[src/rtl/shiftright_pipe.sv]
// ---------------------------------------------------------------------------
// shiftright_pipe
//
// Three-stage pipelined right shifter with a valid/ready handshake. It is the
// right-shift partner of the lane ALU's combinational left barrel shifter.
// The shift distance is consumed two bits per stage:
//   S1 applies shift_amount[1:0] (1, 2), S2 applies [3:2] (4, 8),
//   S3 applies [5:4] (16, 32).
// A per-operation tag rides along so results can be written back out of the
// issue path. Results leave strictly in order.
//
// Optional feature macro: SHIFTRIGHT_ARITH_EN
//   defined   : arith selects sign fill (fill = arith & in0[WIDTH-1]).
//   undefined : arith is ignored, every shift is logical, no fill register.
//
// Ports:
//   clk          core clock, rising edge
//   rst          asynchronous active-high reset
//   flush        synchronous clear of all stage valid bits
//   in_valid     operand presented
//   in_ready     operand can be accepted this cycle
//   in0          value to shift (WIDTH bits)
//   shift_amount shift distance 0..63
//   arith        1 = arithmetic (sign fill), 0 = logical (zero fill)
//   in_tag       opaque tag carried with the operand
//   out_valid    result presented
//   out_ready    consumer accepts the result
//   lsr          shifted result
//   out_tag      tag of the presented result
//   busy         any stage holds a valid operation
// ---------------------------------------------------------------------------
module shiftright_pipe #(
    parameter int WIDTH = 64,
    parameter int TAG_W = 4
) (
    input  logic             clk,
    input  logic             rst,
    input  logic             flush,
    input  logic             in_valid,
    output logic             in_ready,
    input  logic [WIDTH-1:0] in0,
    input  logic [5:0]       shift_amount,
    input  logic             arith,
    input  logic [TAG_W-1:0] in_tag,
    output logic             out_valid,
    input  logic             out_ready,
    output logic [WIDTH-1:0] lsr,
    output logic [TAG_W-1:0] out_tag,
    output logic             busy
);

    // Right shift by k with the vacated MSBs set to f. For k >= WIDTH the
    // data term goes to zero and the mask goes to all ones, so the result
    // saturates to all-fill across stages without special casing.
    function automatic logic [WIDTH-1:0] fill_shift(
        input logic [WIDTH-1:0] d,
        input logic [5:0]       k,
        input logic             f
    );
        logic [WIDTH-1:0] ones;
        ones = {WIDTH{1'b1}};
        return (d >> k) | ({WIDTH{f}} & ~(ones >> k));
    endfunction

    logic             v1, v2, v3;
    logic [WIDTH-1:0] d1, d2, d3;
    logic [3:0]       a1;
    logic [1:0]       a2;
    logic [TAG_W-1:0] t1, t2, t3;
    logic             in_fill, s1_fill, s2_fill;
    logic             adv1, adv2, adv3;
    logic             load1, load2, load3;
    logic             accept;

    // Backpressure ripples combinationally from out_ready up to in_ready;
    // a stage may load whenever it is empty or its content is moving on.
    assign adv3     = v3 & out_ready;
    assign load3    = ~v3 | adv3;
    assign adv2     = v2 & load3;
    assign load2    = ~v2 | adv2;
    assign adv1     = v1 & load2;
    assign load1    = ~v1 | adv1;
    assign in_ready = load1 & ~flush;
    assign accept   = in_valid & in_ready;

`ifdef SHIFTRIGHT_ARITH_EN
    assign in_fill = arith & in0[WIDTH-1];

    // The fill bit is decided once at acceptance and travels with the data,
    // so every later stage fills vacated MSBs with the original sign.
    always_ff @(posedge clk or posedge rst) begin
        if (rst) begin
            s1_fill <= 1'b0;
            s2_fill <= 1'b0;
        end else begin
            if (accept) s1_fill <= in_fill;
            if (adv1)   s2_fill <= s1_fill;
        end
    end
`else
    logic unused_arith;
    assign unused_arith = arith;
    assign in_fill      = 1'b0;
    assign s1_fill      = 1'b0;
    assign s2_fill      = 1'b0;
`endif

    // Stage valid bits: flush wins over every advance; a vacated stage that
    // is not refilled takes the upstream (possibly zero) valid bit.
    always_ff @(posedge clk or posedge rst) begin
        if (rst) begin
            v1 <= 1'b0;
            v2 <= 1'b0;
            v3 <= 1'b0;
        end else if (flush) begin
            v1 <= 1'b0;
            v2 <= 1'b0;
            v3 <= 1'b0;
        end else begin
            if (load1) v1 <= in_valid;
            if (load2) v2 <= v1;
            if (load3) v3 <= v2;
        end
    end

    // Payload registers only load when a real operation moves in, so a
    // stalled stage keeps its data, remaining amount and tag untouched.
    always_ff @(posedge clk or posedge rst) begin
        if (rst) begin
            d1 <= '0;
            d2 <= '0;
            d3 <= '0;
            a1 <= '0;
            a2 <= '0;
            t1 <= '0;
            t2 <= '0;
            t3 <= '0;
        end else begin
            if (accept) begin
                d1 <= fill_shift(in0, {4'b0000, shift_amount[1:0]}, in_fill);
                a1 <= shift_amount[5:2];
                t1 <= in_tag;
            end
            if (adv1) begin
                d2 <= fill_shift(d1, {2'b00, a1[1:0], 2'b00}, s1_fill);
                a2 <= a1[3:2];
                t2 <= t1;
            end
            if (adv2) begin
                d3 <= fill_shift(d2, {a2, 4'b0000}, s2_fill);
                t3 <= t2;
            end
        end
    end

    assign out_valid = v3;
    assign lsr       = d3;
    assign out_tag   = t3;
    assign busy      = v1 | v2 | v3;

endmodule

[config.mk]
export PLATFORM = sky130hd
export DESIGN_NAME = shiftright_pipe
export DESIGN_NICKNAME = d
export VERILOG_FILES = /design/src/rtl/shiftright_pipe.sv
export SDC_FILE = /design/constraint.sdc
export NUM_CORES = 1
export LEC_CHECK = 0
export ABC_AREA = 1
export BUFFER_PORTS_ARGS = -buffer_cell sky130_fd_sc_hd__buf_2
export CAP_MARGIN = 25
export CELL_PAD_IN_SITES_DETAIL_PLACEMENT = 0
export CELL_PAD_IN_SITES_GLOBAL_PLACEMENT = 1
export CORE_ASPECT_RATIO = 1.5
export CORE_UTILIZATION = 30
export CTS_CLUSTER_SIZE = 20
export DETAILED_ROUTE_END_ITERATION = 16
export GPL_TIMING_DRIVEN = 0
export HOLD_SLACK_MARGIN = 0.12
export PLACE_DENSITY_LB_ADDON = 0.1
export SLEW_MARGIN = 10
export SYNTH_ARGS = -nofsm -noshare
export SYNTH_HDL_FRONTEND = slang
export SYNTH_SLANG_ARGS = --single-unit
export TNS_END_PERCENT = 100
[constraint.sdc]
create_clock -name clk -period 12.47 [get_ports clk]
set_input_delay 0.6235 -clock clk [delete_from_list [all_inputs] [get_ports clk]]
set_output_delay 0.6235 -clock clk [all_outputs]
set_load 0.1 [all_outputs]
After elaboration in Yosys (flattened, before gate mapping)
Cells that the tools add are included.
- muxes and demuxes: 6
- reduce and logical (&&, ||, !) cells: 3
- bitwise gates (word level): 14
- shift-type cells: 3
- operators by type and width (operator ; count):
    right shift 64 x 2 -> 64 bit ; 1
    right shift 64 x 4 -> 64 bit ; 1
    right shift 64 x 6 -> 64 bit ; 1
    two-way mux 1 bit ; 6
    nonzero test 2 bit ; 3
    bitwise AND 1 bit ; 5
    OR 1 bit ; 5
    NOT 1 bit ; 4
- output and inout port bits: 71
- input port bits: 80
- bits in registers: 213
- word-level logic and storage cells: 37

Logic depth before layout (Yosys ltp)
Gate-level depths: netlist of the first run.
- depth after elaboration: 8
- gate-level depth with buffers: 8
- mapped depth without buffers: 7

Worst setup path before layout of the first run
No wires, ideal clock.
- path type: register to output
- start: reg v3, in the netlist out_valid
- end: out busy
- path buffers: 0
- stages on the path, launching flop included: 3
- slack: 9963 ps
- arrival: 1883 ps
- required time: 11846 ps
- path through: dfrtp_1 inv_1 nand3_1
- word-level cells in the longest chain between the ends: 1
- ends and longest elaborated chain (element ; RTL line ; source):
    start: declaration ; 65 ; logic v1, v2, v3;
    start signal: assignment ; 122 ; if (load3) v3 <= v2;
    OR 1 bit ; 159 ; assign busy = v1 | v2 | v3;
    end: declaration ; 49 ; output logic busy
Every way passes these cells.

Final worst setup path of the first run
- start: reg v2
- end: out in_ready
- word-level cells in the longest chain between the ends: 5
- elaborated cells between the ends (all ways): 6
- classes of those cells: 6 x bitwise
- ends and longest elaborated chain (element ; RTL line ; source):
    start: declaration ; 65 ;
    start signal: assignment ; 121 ; if (load2) v2 <= v1;
    bitwise AND 1 bit or NOT 1 bit (tied branches) ; 79, 80 ;
    OR 1 bit * ; 80 ; assign load2 = ~v2 | adv2;
    bitwise AND 1 bit * ; 81 ; assign adv1 = v1 & load2;
    OR 1 bit * ; 82 ; assign load1 = ~v1 | adv1;
    bitwise AND 1 bit * ; 83 ; assign in_ready = load1 & ~flush;
    end: declaration ; 40 ; output logic in_ready,
Mark *: on every way between the ends. The rest lies on a longest branch, timed or not.

==> results of run 1 <==
==> critical path, delay by kind of cell (launching register included) <==
kind,cells,cell delay [ps]
and+or+nand+nor,2,210
DFF,1,430
buffers and inverters,2,460
==> final cells by class <==
type                    count  area [um2]
well taps                 500         626
plain buffers             118         556
multi-input cells        1354        5710
repair buffers            152         811
fillers                  4439       25100
inverters                 100         384
clock inverters             9         156
flip-flops and latches    213        5330
clock buffers              31         646
==> path summary, 6_finish.rpt <==
| path | slack [ps] | end | startpoint |
|---|---|---|---|
| max in group asynchronous | 10980 | d1[17]$_DFFE_PP0P_ | rst |
| min in group asynchronous | 650 | lsr[47]$_DFFE_PP0P_ | rst |
| min reg2reg | 470 | lsr[2]$_DFFE_PP0P_ | lsr[2]$_DFFE_PP0P_ |
| max reg2reg | 10680 | lsr[4]$_DFFE_PP0P_ | a2[0]$_DFFE_PP0P_ |
| min | 320 | out_valid$_DFFE_PP0P_ | flush |
| max | 10220 | in_ready | v2$_DFFE_PP0P_ |
==> cells in the final DEF, fill, tap and decap left out, types with 4 or more instances in the layout <==
master	netlist	final
nand2_1	819	819
nand3_1	397	397
buf_2	66	215
dfrtp_1	213	213
inv_1	93	92
nor2_1	49	49
o21ai_0	48	48
clkbuf_1	42	46
clkbuf_16	0	23
a21oi_1	18	18
o21ai_1	14	14
inv_2	6	6
buf_4	6	6
bufinv_16	0	4
clkbuf_8	0	4
==> cell families (layout without fill, tap and decap cells) <==
logic type | after synthesis | after routing | share of synthesized area [%]
AOI/OAI and AO/OA | 80 | 80 | 3.34
DFF | 213 | 213 | 44.5
and+or+nand+nor | 1274 | 1274 | 44.4
buffers and inverters | 218 | 410 | 7.79
==> flip-flops by register name (all words and copies together), names as in the netlist <==
signal / count
d1: 64
d2: 64
lsr: 64
a1: 4
out_tag: 4
t1: 4
t2: 4
a2: 2
out_valid: 1
v1: 1
v2: 1
==> routing by layer <==
layer / vias to the layer above / routed length, um
li1: 6054 / -
met1: 5511 / 17900
met2: 226 / 22400
met3: 75 / 1160
met4: 0 / 1690
met5: - / 0
==> power by group <==
part	internal [mW]	switching (mW)	leakage [nW]	total, mW
Sequential	0.834	0.117	2.69	0.951
Combinational	0.213	0.828	4.68	1.04
Clock	0.446	0.284	0.394	0.730
Total	1.49	1.23	7.76	2.72
==> per-stage QoR <==
step                utilization (%)  setup WS, ps  hold slack, ps  power (mW)  cells
finish                         36.2         10220             321        2.72   2477
global route                   36.2         10110             330        2.87   2477
CTS                            36.2         10190             298        2.75   2477
detailed placement             34.1         10460             462        2.01   2436
global placement               33.9          3450             458        2.00   2434
floorplan                         -          6020             442        1.72   1785
==> synthesized netlist by cell type (all sizes together) <==
cell type / number / area (um2)
clkinv: 1 / 5.00
buf: 76 / 398
clkbuf: 42 / 158
nand4: 2 / 18.8
nor3: 1 / 5.00
nor2: 51 / 196
nand2: 822 / 3090
inv: 99 / 372
dfrtp: 213 / 5330
nand3: 398 / 2000
o21ai: 62 / 310
a21oi: 18 / 90.1
==> repair_timing <==
item / 4_1_cts / 5_1_grt
gates resized for setup: 0 / 0
buffers inserted: 0 / 0
endpoints found under the hold margin: 16 / 0
hold buffers: 1 / 0
==> impl_metrics.csv, run 1 <==
group,metric,value,unit
cts,cts_root_buf,"clkbuf_16",
timing,rsz0062_at_grt,"no",
synthesis,syn_area,12000,um2
cts,clkSinkCount,213,
floorplanning,io_pins,151,
cts,insertion_delay,520,ps
timing,skew,8.93,ps
power,power_density,191,nW/um2
cts,h-tree-depth,1,
route,num_vias,11900,
placed_design,gp_congestion,0.865,
min_path,hold_depth,2,
layout,drive_gt1_share,13.9,%
grt,antenna_found_initial,0,
timing,setup_tns,0,ps
floorplanning,die_h,247,um
layout,fin_nets,2041,
timing,min_period_over_period,18.0,%
setup_path,required,11850,ps
setup_path,critPathCaptureType,"output pin",
floorplanning,die-area,40700,um2
synthesis,synth-seq-area-share,44.5,%
run_status,status,"complete, no violations",
min_path,min_path_type,"input port to register",
route,drtIter0Drc,556,
grt,grt_use_met2,40.2,%
cts,cts_buffers,22,
synthesis,yosysWarnings,0,
grt,grt_use_total,21.7,%
layout,fin_area,14200,um2
floorplanning,die_w,165,um
grt,overflow,0,
placed_design,place.detailed.hpwl,35.2,mm
synthesis,syn_avg_cell_area,6.71,um2
floorplanning,core_region_area,39300,um2
timing,max_clock_freq,445,MHz
floorplanning,rows,89,
timing,setup_viol,0,
cts,path_clk_slew,60,ps
placed_design,port_buffers,149,
placed_design,placed_cell_area,13400,um2
route,wl,43.2,mm
setup_path,critPathLaunchType,"register",
floorplanning,start_util,30.5,%
synthesis,syn_inst,1785,
grt,grt_pass1_vias,12100,
setup_path,critical_path.cell_chain,"nand4_1 -> nand2_1 -> inv_1 -> buf_2",
timing,relSlewSlack,45.2,%
layout,area_growth,18.8,%
power,ir_drop,0.000162,V
route,routedWlPerCell,17.4,um
route,drt_pass1_iterations,4,
timing,finalHoldViolCount,0,
setup_path,critical_path_class,"register to output pin",
route,viasPerCell,4.79,
grt,met3_usage,1.58,%
route,drc,0,
setup_path,crit_slowest_cell,"dfrtp_1",
grt,grt_max_degree,100,
setup_path,cpPeakStageDelay,430,ps
layout,n_antenna_cell,0,
synthesis,synth-seq-cells,213,
synthesis,synth_nets,1865,
power,p_leak,7.76,nW
run,max_cap_viol_count,0,
synthesis,synthDistinctLibCells,21,
setup_path,cp_max_fo,5,
cts,clockBufferDepth,3,
setup_path,worstRegToRegCells,6,
route,drtAntennaViolNets,0,
timing,period_needed,2250,ps
timing,worstMarginPinSlew,814,ps
timing,maxSlewViolCount,0,
grt,grt_pass1_wl,67.5,mm
grt,busiest_layer,"met2",
grt,met1_usage,25.3,%
cts,cts_tree,"yes",
setup_path,worst_ep_arrival_time,1620,ps
(Power assumes the default switching activity.)
==> inputs of run 2 (changes only) <==
--- a/config.mk
+++ b/config.mk
@@ -5,7 +5,7 @@
 export SDC_FILE = /design/constraint.sdc
 export NUM_CORES = 1
 export LEC_CHECK = 0
-export ABC_AREA = 1
+export ABC_AREA = 0
 export BUFFER_PORTS_ARGS = -buffer_cell sky130_fd_sc_hd__buf_2
 export CAP_MARGIN = 25
 export CELL_PAD_IN_SITES_DETAIL_PLACEMENT = 0
==> constraint.sdc (replaced) <==
create_clock -name clk -period 2 [get_ports clk]
set_input_delay 0.1 -clock clk [delete_from_list [all_inputs] [get_ports clk]]
set_output_delay 0.1 -clock clk [all_outputs]
set_load 0.1 [all_outputs]
==> run 2 against run 1 <==
Total power rose to 7.6 times the previous value. Synthesized area down 2.1%. Synthesized cell count down 51%. Clock-buffer cell count down 2. Wire length down 24%. Setup slack worse by 10000 ps. Clock power rose to 6.2 times the previous value. Sequential power rose to 7.3 times the previous value. Flip-flop and latch count unchanged. Critical path depth up 1. Final cell count down 33%. Critical path type is now register to register. Largest power group unchanged.
==> impl_metrics.csv, run 2 <==
group,metric,value,unit
run_status,status,"complete, no violations",
grt,grt_pass1_wl,51.2,mm
grt,overflow,0,
synthesis,synth.most_common_cell,"mux2i_1",
cts,cts_root_buf,"clkbuf_16",
timing,setup_viol,0,
grt,met3_usage,1.54,%
timing,maxSlewViolCount,0,
route,routedWlPerCell,19.9,um
layout,fin_nets,1225,
power,p_leak,7.48,nW
cts,path_clk_slew,70,ps
route,drc,0,
timing,finalHoldViolCount,0,
synthesis,async_flop_share,100,%
timing,setup_tns,0,ps
grt,busiest_layer,"met2",
timing,worstMarginPinSlew,876,ps
timing,min_period_over_period,95.4,%
cts,cts_buffers,22,
setup_path,critPathCaptureType,"register",
floorplanning,io_pins,151,
cts,clockBufferDepth,3,
timing,skew,10.6,ps
grt,antenna_found_initial,0,
synthesis,synth_commonest_cells,"mux2i_1, dfrtp_1, mux2_2, mux2_4, buf_2",
synthesis,yosysTopAreaCellShare,45.5,%
cts,cts_tree,"yes",
layout,drive_gt1_share,37.9,%
cts,clkSinkCount,213,
timing,period_needed,1910,ps
grt,grt_max_degree,37,
timing,fin_hold_ws,102,ps
synthesis,syn_area,11700,um2
layout,mostFrequentLayoutCells,"mux2i_1, dfrtp_1, buf_2, mux2_2, dlygate4sd3_1",
layout,utilization,39.2,%
placed_design,gp_congestion,0.793,
synthesis,synth_area_leader_cell,"dfrtp_1",
synthesis,synth-edff-count,0,
grt,grt_pass1_vias,8489,
placed_design,port_buffers,147,
synthesis,synth-seq-area-share,45.5,%
synthesis,syn_avg_cell_area,13.5,um2
power,ir_drop,0.00112,V
cts,h-tree-depth,1,
grt,met1_usage,20.4,%
setup_path,cp_max_fo,10,
setup_path,critical_path_class,"register to register",
route,num_vias,7676,
route,viasPerCell,4.64,
route,drtAntennaViolNets,0,
cts,insertion_delay,520,ps
setup_path,critPathLaunchType,"register",
synthesis,synthTopCellsByArea,"dfrtp_1, mux2i_1, mux2_2",
synthesis,synth_flop_cell,"dfrtp_1",
floorplanning,die_w,163,um
setup_path,required,2400,ps
route,wl,33.0,mm
grt,grt_use_met2,31.0,%
synthesis,synth-seq-cells,213,
synthesis,yosysWarnings,0,
route,drtIter0Drc,296,
layout,seqCellArea,5330,um2
run,max_cap_viol_count,0,
setup_path,worst_ep_arrival_time,2310,ps
synthesis,synth_nets,946,
floorplanning,core_region_area,38500,um2
timing,max_clock_freq,524,MHz
layout,multi_input_comb_area,6030,um2
synthesis,syn_inst,866,
layout,layout_commonest_cell,"mux2i_1",
floorplanning,start_util,30.4,%
route,drt_pass1_iterations,4,
placed_design,place.detailed.hpwl,26.6,mm
synthesis,synthDistinctLibCells,26,
timing,relSlewSlack,41.6,%
timing,rsz0062_at_grt,"no",
floorplanning,rows,88,
floorplanning,die_h,244,um
power,power_density,1370,nW/um2
layout,area_growth,28.8,%
floorplanning,die-area,39900,um2
min_path,min_path_type,"input port to register",
layout,fillers,3803,
layout,n_antenna_cell,0,
grt,grt_use_total,16.9,%
[run 2: cell types whose count changed after synthesis, moves of 31 or more]
cell / delta
nand2_1: -813
nand3_1: -397
mux2i_1: +305
mux2_2: +120
inv_1: -87
mux2_4: +70
o21ai_0: -47
buf_2: -31
[run 2: power by group]
| part | total, mW | switching [mW] | internal, mW |
|---|---|---|---|
| registers | 6.97 | 1.31 | 5.66 |
| clock network | 4.52 | 1.75 | 2.76 |
| logic | 9.13 | 6.26 | 2.87 |
| total | 20.6 | 9.32 | 11.3 |
[run 2: worst paths after layout]
check                                         endpoint  slack (ps)  cells past startpoint              start
worst min-delay path                d1[44]$_DFFE_PP0P_         100                      4            in0[44]
worst max-delay path                lsr[5]$_DFFE_PP0P_          90                      5  a2[0]$_DFFE_PP0P_
min in group asynchronous           lsr[7]$_DFFE_PP0P_         280                      3                rst
max in group asynchronous            t1[3]$_DFFE_PP0P_         630                      6                rst
worst min register to register  out_tag[2]$_DFFE_PP0P_         500                      1  t2[2]$_DFFE_PP0P_
worst max register to register      lsr[5]$_DFFE_PP0P_          90                      5  a2[0]$_DFFE_PP0P_
[run 2: stage by stage]
| step | power [mW] | setup slack (ps) | instance area [um2] | instances |
|---|---|---|---|---|
| floorplan | 13.7 | -870 | 11700 | 866 |
| finish | 20.6 | 91.3 | 15100 | 1656 |
| global placement | 16.0 | -2380 | 13100 | 1508 |
| detailed placement | 16.1 | -116 | 13200 | 1514 |
| global route | 21.6 | 19.2 | 15100 | 1656 |
| CTS | 20.9 | 8.65 | 15100 | 1664 |
[run 2: cell families (layout without fill, tap and decap cells)]
logic type	count (synthesis)	count (layout)	share of synthesized area, %
flops	213	213	45.5
buf+inv	76	371	3.42
mux	495	495	46.5
simple gates	40	40	1.55
compound gates	42	42	3.01
[run 2: timing repair]
action / in CTS / in global routing
setup endpoints to repair: 81 / 32
endpoints found under the hold margin: 96 / 0
setup buffers: 0 / 2
resized for setup: 5 / 16
hold buffers: 112 / 0
[run 2: cell type report]
type                    instances  area share, %
multi-input cells             577           40.0
clock inverters                11           1.08
clock buffers                  29           4.23
inverters                       6          0.174
flip-flops and latches        213           35.3
plain buffers                  68           2.62
repair buffers                257           12.5
well taps                     495           4.10
[run 2: worst max-delay path, cell delays in order (launching register included)]
cell and delay (ps):
dfrtp_1 330, clkbuf_1 310, buf_4 310, mux2i_1 380, mux2i_1 160, mux2_2 290
[run 2: layer usage]
layer	vias to the layer above	routed length, um
li1	3754	-
met1	3740	14000
met2	139	17100
met3	43	876
met4	0	1030
met5	-	0
==> inputs of run 3 (changes only) <==
--- a/config.mk
+++ b/config.mk
@@ -16,7 +16,7 @@
 export DETAILED_ROUTE_END_ITERATION = 16
 export GPL_TIMING_DRIVEN = 0
 export HOLD_SLACK_MARGIN = 0.12
-export PLACE_DENSITY_LB_ADDON = 0.1
+export PLACE_DENSITY = 0.6
 export SLEW_MARGIN = 10
 export SYNTH_ARGS = -nofsm -noshare
 export SYNTH_HDL_FRONTEND = slang
==> run 3 against run 2 <==
Clock power hardly changed. Sequential power decreased by 1%. Critical path depth increased by 2. Worst hold slack lost 8.3 ps. Total power is 0.27% lower. Wire length is 3.6% lower. Sequential share of layout area decreased by 0.15 points.
==> impl_metrics.csv, run 3 (synthesized netlist as in run 2, its figures left out) <==
group,metric,value,unit
setup_path,critPathCaptureType,"register",
route,drt_pass1_iterations,4,
layout,fillers,3765,
setup_path,worst_ep_arrival_time,2340,ps
power,ir_drop,0.00141,V
setup_path,cpPeakStageDelay,570,ps
setup_path,cp_top_family,"buffers and inverters",
setup_path,critical_path.cell_chain,"dlygate4sd3_1 -> buf_2 -> mux2i_1 -> dlygate4sd3_1 -> mux2i_1 -> dlygate4sd3_1 -> mux2_4",
timing,rsz0062_at_grt,"no",
placed_design,placed_cell_area,13200,um2
timing,relSlewSlack,43.7,%
route,routedWlPerCell,19.1,um
setup_path,r2r_start,"a2[0]$_DFFE_PP0P_",
grt,grt_pass1_vias,8553,
layout,finish.cell_count_without_fillers,1663,
cts,cts_buffers,22,
placed_design,dpl.cell_count,1514,
min_path,min_path_type,"input port to register",
cts,cts_root_buf,"clkbuf_16",
cts,cts_tree,"yes",
setup_path,worst-path-stages,7,
timing,fin_hold_ws,94.1,ps
timing,setup_tns,0,ps
power,p_leak,7.49,nW
floorplanning,die-area,39900,um2
cts,h-tree-depth,1,
timing,max_clock_freq,518,MHz
layout,fin_area,15200,um2
grt,grt_max_degree,39,
route,num_vias,7732,
cts,post_cts_buffers,0,
run,max_cap_viol_count,0,
route,drtAntennaViolNets,0,
cts,path_clk_slew,60,ps
layout,drive_gt1_share,37.5,%
cts,clkSinkCount,213,
timing,setup_viol,0,
timing,skew,14.7,ps
timing,min_period_over_period,96.6,%
layout,area_growth,29.4,%
floorplanning,core_region_area,38500,um2
timing,period_needed,1930,ps
cts,clockBufferDepth,3,
setup_path,worstRegToRegCells,5,
layout,fin_nets,1232,
setup_path,critical_path_class,"input port to register",
layout,n_antenna_cell,0,
route,drc,0,
grt,grt_pass1_wl,49.5,mm
setup_path,critPathLaunchType,"input port",
power,power_density,1360,nW/um2
grt,overflow,0,
setup_path,crit_top_cell,"dlygate4sd3_1",
power,finalPower,20.6,mW
setup_path,cp_max_fo,2,
route,drtIter0Drc,363,
floorplanning,die_w,163,um
grt,antenna_found_initial,0,
run_status,status,"complete, no violations",
timing,worstMarginPinSlew,845,ps
placed_design,port_buffers,147,
setup_path,r2r_setup_slack,140,ps
setup_path,cp-endpoint,"d1[44]$_DFFE_PP0P_",
layout,layout_commonest_cell,"mux2i_1",
placed_design,place.detailed.hpwl,25.6,mm
timing,finalHoldViolCount,0,
cts,insertion_delay,520,ps
setup_path,crit_slowest_cell,"dlygate4sd3_1",
floorplanning,die_h,244,um
setup_path,crit_buf_inv,4,
timing,maxSlewViolCount,0,
grt,grt_use_total,16.2,%
placed_design,gp_congestion,0.818,
setup_path,crit_start,"in0[46]",
layout,mostFrequentLayoutCells,"mux2i_1, dfrtp_1, buf_2, mux2_2, dlygate4sd3_1",
floorplanning,start_util,30.4,%
setup_path,reg2reg_to,"lsr[4]$_DFFE_PP0P_",
route,wl,31.8,mm
setup_path,required,2410,ps
route,viasPerCell,4.65,
floorplanning,io_pins,151,
floorplanning,rows,88,
## run 3: cell count changes in the layout (fill, tap and decap cells not counted), moves of 2 or more
| cell | previous run | this run |
|---|---|---|
| buf_6 | 10 | 8 |
| dlygate4sd3_1 | 102 | 110 |
| clkinvlp_4 | 4 | 6 |
| clkbuf_8 | 4 | 2 |
## run 3: tightest hold or removal path, stage by stage
cell	delay, ps
buf_2	100
mux2i_1	80
mux2i_1	140
mux2_4	160
## run 3: final cells by class
| class | instances | area, um2 | share of cell area (%) |
|---|---|---|---|
| multi-input cells | 577 | 6030 | 39.8 |
| flip-flops and latches | 213 | 5330 | 35.2 |
| repair buffers | 263 | 1970 | 13.0 |
| well taps | 495 | 619 | 4.08 |
| clock buffers | 26 | 607 | 4.00 |
| plain buffers | 69 | 392 | 2.58 |
| clock inverters | 14 | 193 | 1.27 |
| inverters | 6 | 26.3 | 0.173 |
## run 3: power breakdown
group          internal [mW]  switching (mW)  total [mW]
registers               5.66            1.22        6.88
clock network           2.71            1.79        4.50
logic                   2.89            6.30        9.18
total                   11.3            9.30        20.6
## run 3: worst min-delay path by stage
stage / from / end / slack, ps / cells after the start
2_1_floorplan: flush / out_valid$_DFFE_PP0P_ / 170 / 1
3_3_place_gp: in_tag[0] / t1[0]$_DFFE_PP0P_ / 330 / 2
3_5_place_dp: rst / a1[2]$_DFFE_PP0P_ / 180 / 2
4_1_cts: in0[29] / d1[26]$_DFFE_PP0P_ / 120 / 4
5_1_grt: in0[33] / d1[32]$_DFFE_PP0P_ / 130 / 4
6_report: in0[33] / d1[32]$_DFFE_PP0P_ / 90 / 4
## run 3: timing repair
item | in CTS | in global routing
hold buffers | 119 | 1
hold endpoints to repair | 177 | 1
setup endpoints to repair | 79 | 25
gates resized for setup | 10 | 5
## run 3: per-layer routing
layer  global-route usage [%]  wire (um)
met2                     30.2      16800
met3                     1.41        841
met5                        0          0
met1                     18.8      13200
met4                     6.27       1040
## run 3: stage by stage
step | util [%] | setup WS [ps]
6_report | 39.3 | 67.7
5_1_grt | 39.3 | 13.2
4_1_cts | 39.5 | 4.03
3_5_place_dp | 34.3 | -214
3_3_place_gp | 34.0 | -2230
2_1_floorplan | - | -870
